`config.mk`:
```
export PLATFORM = sky130hd
export DESIGN_NAME = pipe_arbiter
export DESIGN_NICKNAME = d
export VERILOG_FILES = /design/src/rtl/pipe_arb_pkg.sv /design/src/rtl/pipe_tag_sr.sv /design/src/rtl/pipe_arbiter.sv
export SDC_FILE = /design/constraint.sdc
export NUM_CORES = 1
export LEC_CHECK = 0
export CAP_MARGIN = 20
export CELL_PAD_IN_SITES_DETAIL_PLACEMENT = 2
export CELL_PAD_IN_SITES_GLOBAL_PLACEMENT = 2
export CORE_UTILIZATION = 30
export DETAILED_ROUTE_END_ITERATION = 10
export DONT_BUFFER_PORTS = 1
export PLACE_DENSITY = 0.75
export SYNTH_ARGS = -nofsm -noshare
export SYNTH_HDL_FRONTEND = slang
export SYNTH_SLANG_ARGS = --single-unit
export TNS_END_PERCENT = 100
```
`constraint.sdc`:
```
create_clock -name clk -period 1.7 [get_ports clk]
set_input_delay 0.34 -clock clk [delete_from_list [all_inputs] [get_ports clk]]
set_output_delay 0.34 -clock clk [all_outputs]
set_load 0.01 [all_outputs]
```
`src/rtl/pipe_arb_pkg.sv`:
```
// rtl/pipe_arb_pkg.sv - shared types and constants for the pipeline arbiter
package pipe_arb_pkg;

  localparam int N_REQ = 2;

  typedef logic [0:0] req_id_t;

  typedef struct packed {
    logic    valid;
    req_id_t id;
  } tag_t;

endpackage

```
`src/rtl/pipe_tag_sr.sv`:
```
// rtl/pipe_tag_sr.sv - owner-tag shift register that follows operations through the pipeline
module pipe_tag_sr
  import pipe_arb_pkg::*;
#(
  parameter int DEPTH = 4
) (
  input  logic clk,
  input  logic rst,
  input  tag_t tag_in,
  output tag_t tag_out
);

  tag_t sr [DEPTH];

  always_ff @(posedge clk or negedge rst) begin
    if (!rst) begin
      for (int i = 0; i < DEPTH; i++) begin
        sr[i] <= '0;
      end
    end else begin
      sr[0] <= tag_in;
      for (int i = 1; i < DEPTH; i++) begin
        sr[i] <= sr[i-1];
      end
    end
  end

  assign tag_out = sr[DEPTH-1];

endmodule

```
`src/rtl/pipe_arbiter.sv`:
```
// rtl/pipe_arbiter.sv - round-robin sharing of one D = A*B + C pipeline between two requesters
module pipe_arbiter
  import pipe_arb_pkg::*;
#(
  parameter  int PIPE_LAT = 3,
  localparam int CNT_W    = $clog2(PIPE_LAT + 2)
) (
  input  logic             clk,
  input  logic             rst,
  input  logic [N_REQ-1:0] req_valid,
  output logic [N_REQ-1:0] req_ready,
  input  logic [7:0]       req_A0,
  input  logic [7:0]       req_B0,
  input  logic [7:0]       req_C0,
  input  logic [7:0]       req_A1,
  input  logic [7:0]       req_B1,
  input  logic [7:0]       req_C1,
  output logic [7:0]       pipe_A,
  output logic [7:0]       pipe_B,
  output logic [7:0]       pipe_C,
  input  logic [15:0]      pipe_D,
  output logic [N_REQ-1:0] resp_valid,
  output logic [15:0]      resp_D,
  output logic             busy,
  output logic [CNT_W-1:0] inflight
);

  logic             last_grant;
  logic [N_REQ-1:0] grant;
  logic             accept;
  req_id_t          acc_id;
  tag_t             tag_in;
  tag_t             tag_out;

  // Requester 0 wins a tie unless it was the last one served; nothing is granted in reset.
  always_comb begin
    grant = '0;
    if (rst) begin
      if (req_valid[0] && (!req_valid[1] || last_grant)) begin
        grant[0] = 1'b1;
      end else if (req_valid[1]) begin
        grant[1] = 1'b1;
      end
    end
  end

  assign req_ready = grant;
  assign accept    = |(req_valid & grant);
  assign acc_id    = grant[1];

  assign tag_in.valid = accept;
  assign tag_in.id    = acc_id;

  pipe_tag_sr #(
    .DEPTH (PIPE_LAT + 1)
  ) u_tag_sr (
    .clk     (clk),
    .rst     (rst),
    .tag_in  (tag_in),
    .tag_out (tag_out)
  );

  always_ff @(posedge clk or negedge rst) begin
    if (!rst) begin
      pipe_A     <= '0;
      pipe_B     <= '0;
      pipe_C     <= '0;
      last_grant <= 1'b1;
      resp_valid <= '0;
      resp_D     <= '0;
      inflight   <= '0;
    end else begin
      if (accept) begin
        pipe_A     <= acc_id[0] ? req_A1 : req_A0;
        pipe_B     <= acc_id[0] ? req_B1 : req_B0;
        pipe_C     <= acc_id[0] ? req_C1 : req_C0;
        last_grant <= acc_id[0];
      end else begin
        pipe_A <= '0;
        pipe_B <= '0;
        pipe_C <= '0;
      end

      resp_valid <= '0;
      if (tag_out.valid) begin
        resp_valid[tag_out.id] <= 1'b1;
        resp_D                 <= pipe_D;
      end

      // Issue and retire on the same edge cancel out.
      case ({accept, tag_out.valid})
        2'b10:   inflight <= inflight + CNT_W'(1);
        2'b01:   inflight <= inflight - CNT_W'(1);
        default: inflight <= inflight;
      endcase
    end
  end

  assign busy = (inflight != '0);

endmodule

```
==> flow_summary.yaml, run 1 <==
timing:
  period_share: 0.9428
  fmax_mhz: 623.9
  slew_violations: 0
  skew_ns: 0.003547
  finalSetupViolations: 0
  layout_min_cycle_time_ns: 1.603
  hold_violations: 0
  worst_slew_pin_slew_ns: 0.2642
  grt_setup_unrepaired: "false"
  whs_ns: 0.09865
  slew_headroom: 0.8239
power:
  p_total_uw: 2719
  p_leak_uw: 0.0009921
  ir_worst_vdd_mv: 0.3102
  p_per_area_mw_per_mm2: 1155
clocking:
  post_cts_buffers: 0
  htree_levels: 2
  cts-root-buf: "clkbuf_8"
  clock_sinks: 54
  tritoncts: "done"
  clock_latency_ns: 0.31
  numCtsBuffers: 5
  clk_pin_slew_ns: 0.10
  clock_path_buffers: 2
finish:
  postLayoutCoreUtil: 0.3428
  design_area_mm2: 0.002355
  antenna_cells: 0
  finalNetCount: 223
  final-instance-count-excl-fill: 250
  regArea_mm2: 0.001353
  syn_to_final_growth_pct: 8.975
  multi_input_area_um2: 701.9
  drive_gt1_frac: 0.2403
  nFillCells: 722
worst_setup_path:
  required_ns: 1.36
  r2r_end: "inflight[2]$_DFFE_PN0P_"
  reg2reg_from: "u_tag_sr.tag_out[1]$_DFF_PN0_"
  reg2reg_depth: 6
  crit_arrival_ns: 1.26
  r2r_slack_ns: 0.19
  worstSetupPathType: "flip-flop to output port"
  worstSetupStartpoint: "last_grant$_DFFE_PN1P_"
  crit_path_end_kind: "output port"
  startpoint_type: "flip-flop"
  worstPathMaxFanout: 4
placed_design:
  place_hpwl_mm: 3.622
  io_buffers: 0
  dpl.cell_count: 240
  place_area_mm2: 0.002220
  globalplace.congestion: 0.7020
route:
  wire_per_inst_um: 20.52
  m1WireLength_mm: 1.950
  drtIter0Drc: 50
  highest_layer: "met4"
  vias: 1297
  via_per_inst: 5.188
  met3_length_um: 541
  ant_nets: 0
  wl_mm: 5.131
  dr.pass1.iters: 3
  dr_wl_met2_mm: 2.555
  route.detailed.drc: 0
yosys:
  yosysTopAreaCell: "dfrtp_1"
  avgSynthCellArea_um2: 14.22
  synthTopCellsByCount: "53 x dfrtp_1, 25 x nor2b_1, 24 x a32oi_1"
  ys_seq_area_frac: 0.6259
  synthArstFlopShare: 1.000
  syn-num-nets: 222
  synth.top_cells.by_area: "dfrtp_1 61%, a32oi_1 9.7%, mux2_2 8.3%"
  post-synth-top-count-cell: "dfrtp_1"
  synth_enable_flop_cells: 0
  synth_area_mm2: 0.002161
  ys_ff_latch: 54
  synthCells: 152
  yosysUniqueCellTypes: 25
  yosys_warnings: 0
  synthDominantCellAreaShare: 0.6138
  synth_flop_cell: "dfrtp_1"
die:
  rows: 30
  die-height_um: 86.87
  initial_core_util: 0.3146
  fp.dieW_um: 86.87
  io_pins: 116
  die_area_mm2: 0.007546
  core_mm2: 0.006869
worst_hold_path:
  min_from: "req_valid[0]"
  min_to: "last_grant$_DFFE_PN1P_"
  holdPathStages: 1
  hold_class: "primary input to flip-flop"
global_route:
  grt_pass1_wl_mm: 7.838
  track_usage: 0.1421
  grt_max_degree: 55
  first_global_vias: 1491
  overflow: 0
  antenna_found_initial: 0
job:
  drv_cap: 0
run_status:
  status: "finished, final reports clean"
per-layer routing:
| metal | up-vias | global-route usage |
|---|---|---|
| met4 | 0 | 0.05152 |
| met2 | 95 | 0.2455 |
| li1 | 544 | - |
| met3 | 7 | 0.05972 |
| met1 | 651 | 0.1557 |
| met5 | - | 0 |
cell type report:
type | count | area share
Clock buffer | 5 | 0.02922
Clock inverter | 3 | 0.009033
Inverter | 4 | 0.006376
Multi-Input combinational cell | 81 | 0.2981
Sequential cell | 54 | 0.5744
Tap cell | 96 | 0.05101
Timing Repair Buffer | 7 | 0.03188
repair_timing:
action | CTS | global route
hold endpoints to repair | 54 | 0
hold buffers | 2 | 0
endpoints found under the setup margin | 0 | 1
resized for setup | 0 | 1
power by group:
part / internal, uW / total (uW) / switching, uW / leakage (uW)
logic: 193 / 391 / 198 / 0.000269
clock network: 290 / 719 / 429 / 0.0000441
registers: 1440 / 1610 / 172 / 0.000679
total: 1920 / 2720 / 799 / 0.000992
worst max-delay path by stage:
| stage | end | slack (ns) | cells after the start |
|---|---|---|---|
| 2_1_floorplan | inflight[2]$_DFFE_PN0P_ | -0.05 | 9 |
| 3_3_place_gp | inflight[2]$_DFFE_PN0P_ | 0.13 | 7 |
| 3_5_place_dp | inflight[2]$_DFFE_PN0P_ | 0.05 | 7 |
| 4_1_cts | req_ready[0] | 0.03 | 2 |
| 5_1_grt | req_ready[0] | 0.04 | 2 |
| 6_report | req_ready[0] | 0.1 | 2 |
layout by cell type, fill, tap and decap left out, drive strengths merged, types with 2 or more instances in the layout:
| master | count |
|---|---|
| a32oi | 24 |
| and2 | 2 |
| buf | 6 |
| clkbuf | 5 |
| clkinv | 2 |
| dfrtp | 53 |
| inv | 4 |
| mux2 | 16 |
| nor2b | 25 |
| xor2 | 2 |
metrics by stage:
step,setup slack [ns],setup TNS (ns)
after floorplan,-0.05127,-0.05127
after global placement,0.1296,0
after detailed placement,0.05346,0
after CTS,0.03394,0
after global routing,0.03720,0
final,0.09723,0
registers in the layout, summed over array words and instances (netlist names):
register and cells:
pipe_B 8, inflight 3, last_grant 1, u_tag_sr.sr 6
u_tag_sr.tag_out 2, resp_valid 2, pipe_A 8, resp_D 16
pipe_C 8
critical path: stages, from the launching register on:
cell and delay [ns]:
dfstp_2 0.59, nand2b_4 0.15, and3_1 0.21
kinds of logic (layout without fill, tap and decap cells):
logic type	after synthesis	count (layout)	share of synthesized area
adders and majority gates	2	2	0.01505
xor gates and xnor gates	3	3	0.01216
and+or+nand+nor	31	31	0.08860
buffers and inverters	17	19	0.05674
muxes	17	17	0.08801
AOI/OAI and AO/OA	28	28	0.1135
DFF	54	54	0.6259
(Power assumes the default switching activity.)
==> run 2: changes to the inputs <==
clock period = 1.6 ns   (was 1.7 ns; I/O delays follow)
==> flow_summary.yaml, run 2 (same netlist as run 1, synthesis figures left out) <==
timing:
  slew_headroom: 0.8217
  slew_violations: 0
  fmax_mhz: 643.4
  hold_violations: 0
  layout_min_cycle_time_ns: 1.554
  skew_ns: 0.005719
  worst_slew_pin_slew_ns: 0.2674
  period_share: 0.9714
  finalSetupViolations: 0
worst_setup_path:
  required_ns: 1.28
  crit_buf_inv: 0
  worstSetupStartpoint: "last_grant$_DFFE_PN1P_"
  reg2reg_depth: 6
  slowest_stage: "dfstp_2"
  max_stage_delay_ns: 0.59
  startpoint_type: "flip-flop"
  cp_cell_sequence: "nand2b_4 > and3_4"
  r2r_end: "inflight[2]$_DFFE_PN0P_"
  worstSetupPathType: "flip-flop to output port"
  reg2reg_from: "u_tag_sr.tag_out[1]$_DFF_PN0_"
  crit_arrival_ns: 1.23
  worstPathMaxFanout: 3
  r2r_slack_ns: 0.09
  cp_top_family: "flip-flops"
  crit_path_end_kind: "output port"
placed_design:
  globalplace.congestion: 0.7032
  io_buffers: 0
  place_hpwl_mm: 3.675
  dpl.cell_count: 241
clocking:
  tritoncts: "done"
  htree_levels: 2
  clock_sinks: 54
  numCtsBuffers: 5
  clock_latency_ns: 0.30
  clock_path_buffers: 2
  cts-root-buf: "clkbuf_8"
  clk_pin_slew_ns: 0.10
route:
  wire_per_inst_um: 20.66
  via_per_inst: 5.119
  route.detailed.drc: 0
  vias: 1295
  drtIter0Drc: 30
  dr.pass1.iters: 3
  ant_nets: 0
  wl_mm: 5.228
finish:
  final_common_cell: "dfrtp_1"
  antenna_cells: 0
  syn_to_final_growth_pct: 11.18
  largest-register: "resp_D"
  regArea_mm2: 0.001353
  drive_gt1_frac: 0.2548
  mostFrequentLayoutCells: "53 x dfrtp_1, 25 x nor2b_1, 24 x a32oi_1, 16 x mux2_2, 8 x buf_4"
  nFillCells: 721
  largest_register_ffs: 16
  postLayoutCoreUtil: 0.3497
  multi_input_area_um2: 706.9
  final-instance-count-excl-fill: 253
  finalNetCount: 226
job:
  drv_cap: 0
global_route:
  first_global_vias: 1420
  grt_max_degree: 84
  overflow: 0
  antenna_found_initial: 0
  track_usage: 0.1351
  grt_pass1_wl_mm: 7.465
die:
  initial_core_util: 0.3146
  die-height_um: 86.87
  core_mm2: 0.006869
  rows: 30
  fp.dieW_um: 86.87
  io_pins: 116
  die_area_mm2: 0.007546
worst_hold_path:
  hold_class: "primary input to flip-flop"
  min_from: "req_valid[0]"
  holdPathStages: 1
  min_to: "last_grant$_DFFE_PN1P_"
power:
  p_leak_uw: 0.001013
  ir_worst_vdd_mv: 0.3806
  p_per_area_mw_per_mm2: 1270
run_status:
  status: "finished, final reports clean"
-- run 2: timing repair --
| action | CTS | global route |
|---|---|---|
| setup endpoints to repair | 1 | 2 |
| endpoints found under the hold margin | 54 | 54 |
| resized for setup | 2 | 0 |
| buffers inserted | 0 | 2 |
| pin swaps | 0 | 1 |
-- run 2: worst max path at each step --
stage / endpoint / slack [ns] / cells past startpoint
after floorplan: inflight[2]$_DFFE_PN0P_ / -0.13 / 9
after global placement: inflight[2]$_DFFE_PN0P_ / 0.05 / 7
after detailed placement: inflight[2]$_DFFE_PN0P_ / -0.02 / 7
after CTS: req_ready[0] / 0.004 / 2
after global routing: req_ready[0] / -0.001 / 2
final: req_ready[0] / 0.05 / 2
-- run 2: power breakdown --
part | total [uW] | internal, uW | leakage, uW | switching (uW)
Sequential | 1710 | 1530 | 0.000679 | 183
Clock | 908 | 467 | 0.0000514 | 440
Combinational | 435 | 217 | 0.000282 | 218
Total | 3050 | 2210 | 0.00101 | 841
-- run 2: layout make-up --
type | count | area share
clock buffers | 6 | 0.03021
multi-input cells | 81 | 0.2943
flip-flops and latches | 54 | 0.5630
well taps | 96 | 0.05000
repair buffers | 10 | 0.04063
inverters | 4 | 0.006250
clock inverters | 2 | 0.01563
-- run 2: worst register-to-register path, stage by stage (launching register included) --
cell	delay, ns
dfrtp_1	0.38
ha_2	0.20
inv_2	0.05
fa_2	0.35
xor2_1	0.14
nor2_1	0.12
xor2_1	0.20
-- run 2: metrics by stage --
stage | area [um2] | hold WS (ns) | total power [uW] | setup slack (ns) | setup TNS [ns]
after global routing | 2402 | 0.05915 | 3209 | -0.001012 | -0.001012
after floorplan | 2186 | 0.02441 | 2052 | -0.1313 | -0.1381
final | 2402 | 0.07050 | 3052 | 0.04582 | 0
after global placement | 2227 | 0.02577 | 2076 | 0.04963 | 0
after detailed placement | 2227 | 0.02578 | 2130 | -0.02500 | -0.02500
after CTS | 2350 | -0.3132 | 3063 | 0.003739 | 0
-- run 2: metal layers --
metal	share of wire	routed length, um	vias to the layer above	GRT usage
li1	-	-	549	-
met1	0.36	1897	642	0.1404
met2	0.51	2661	95	0.2398
met3	0.11	563	9	0.05877
met4	0.020	106	0	0.05152
met5	0	0	-	0
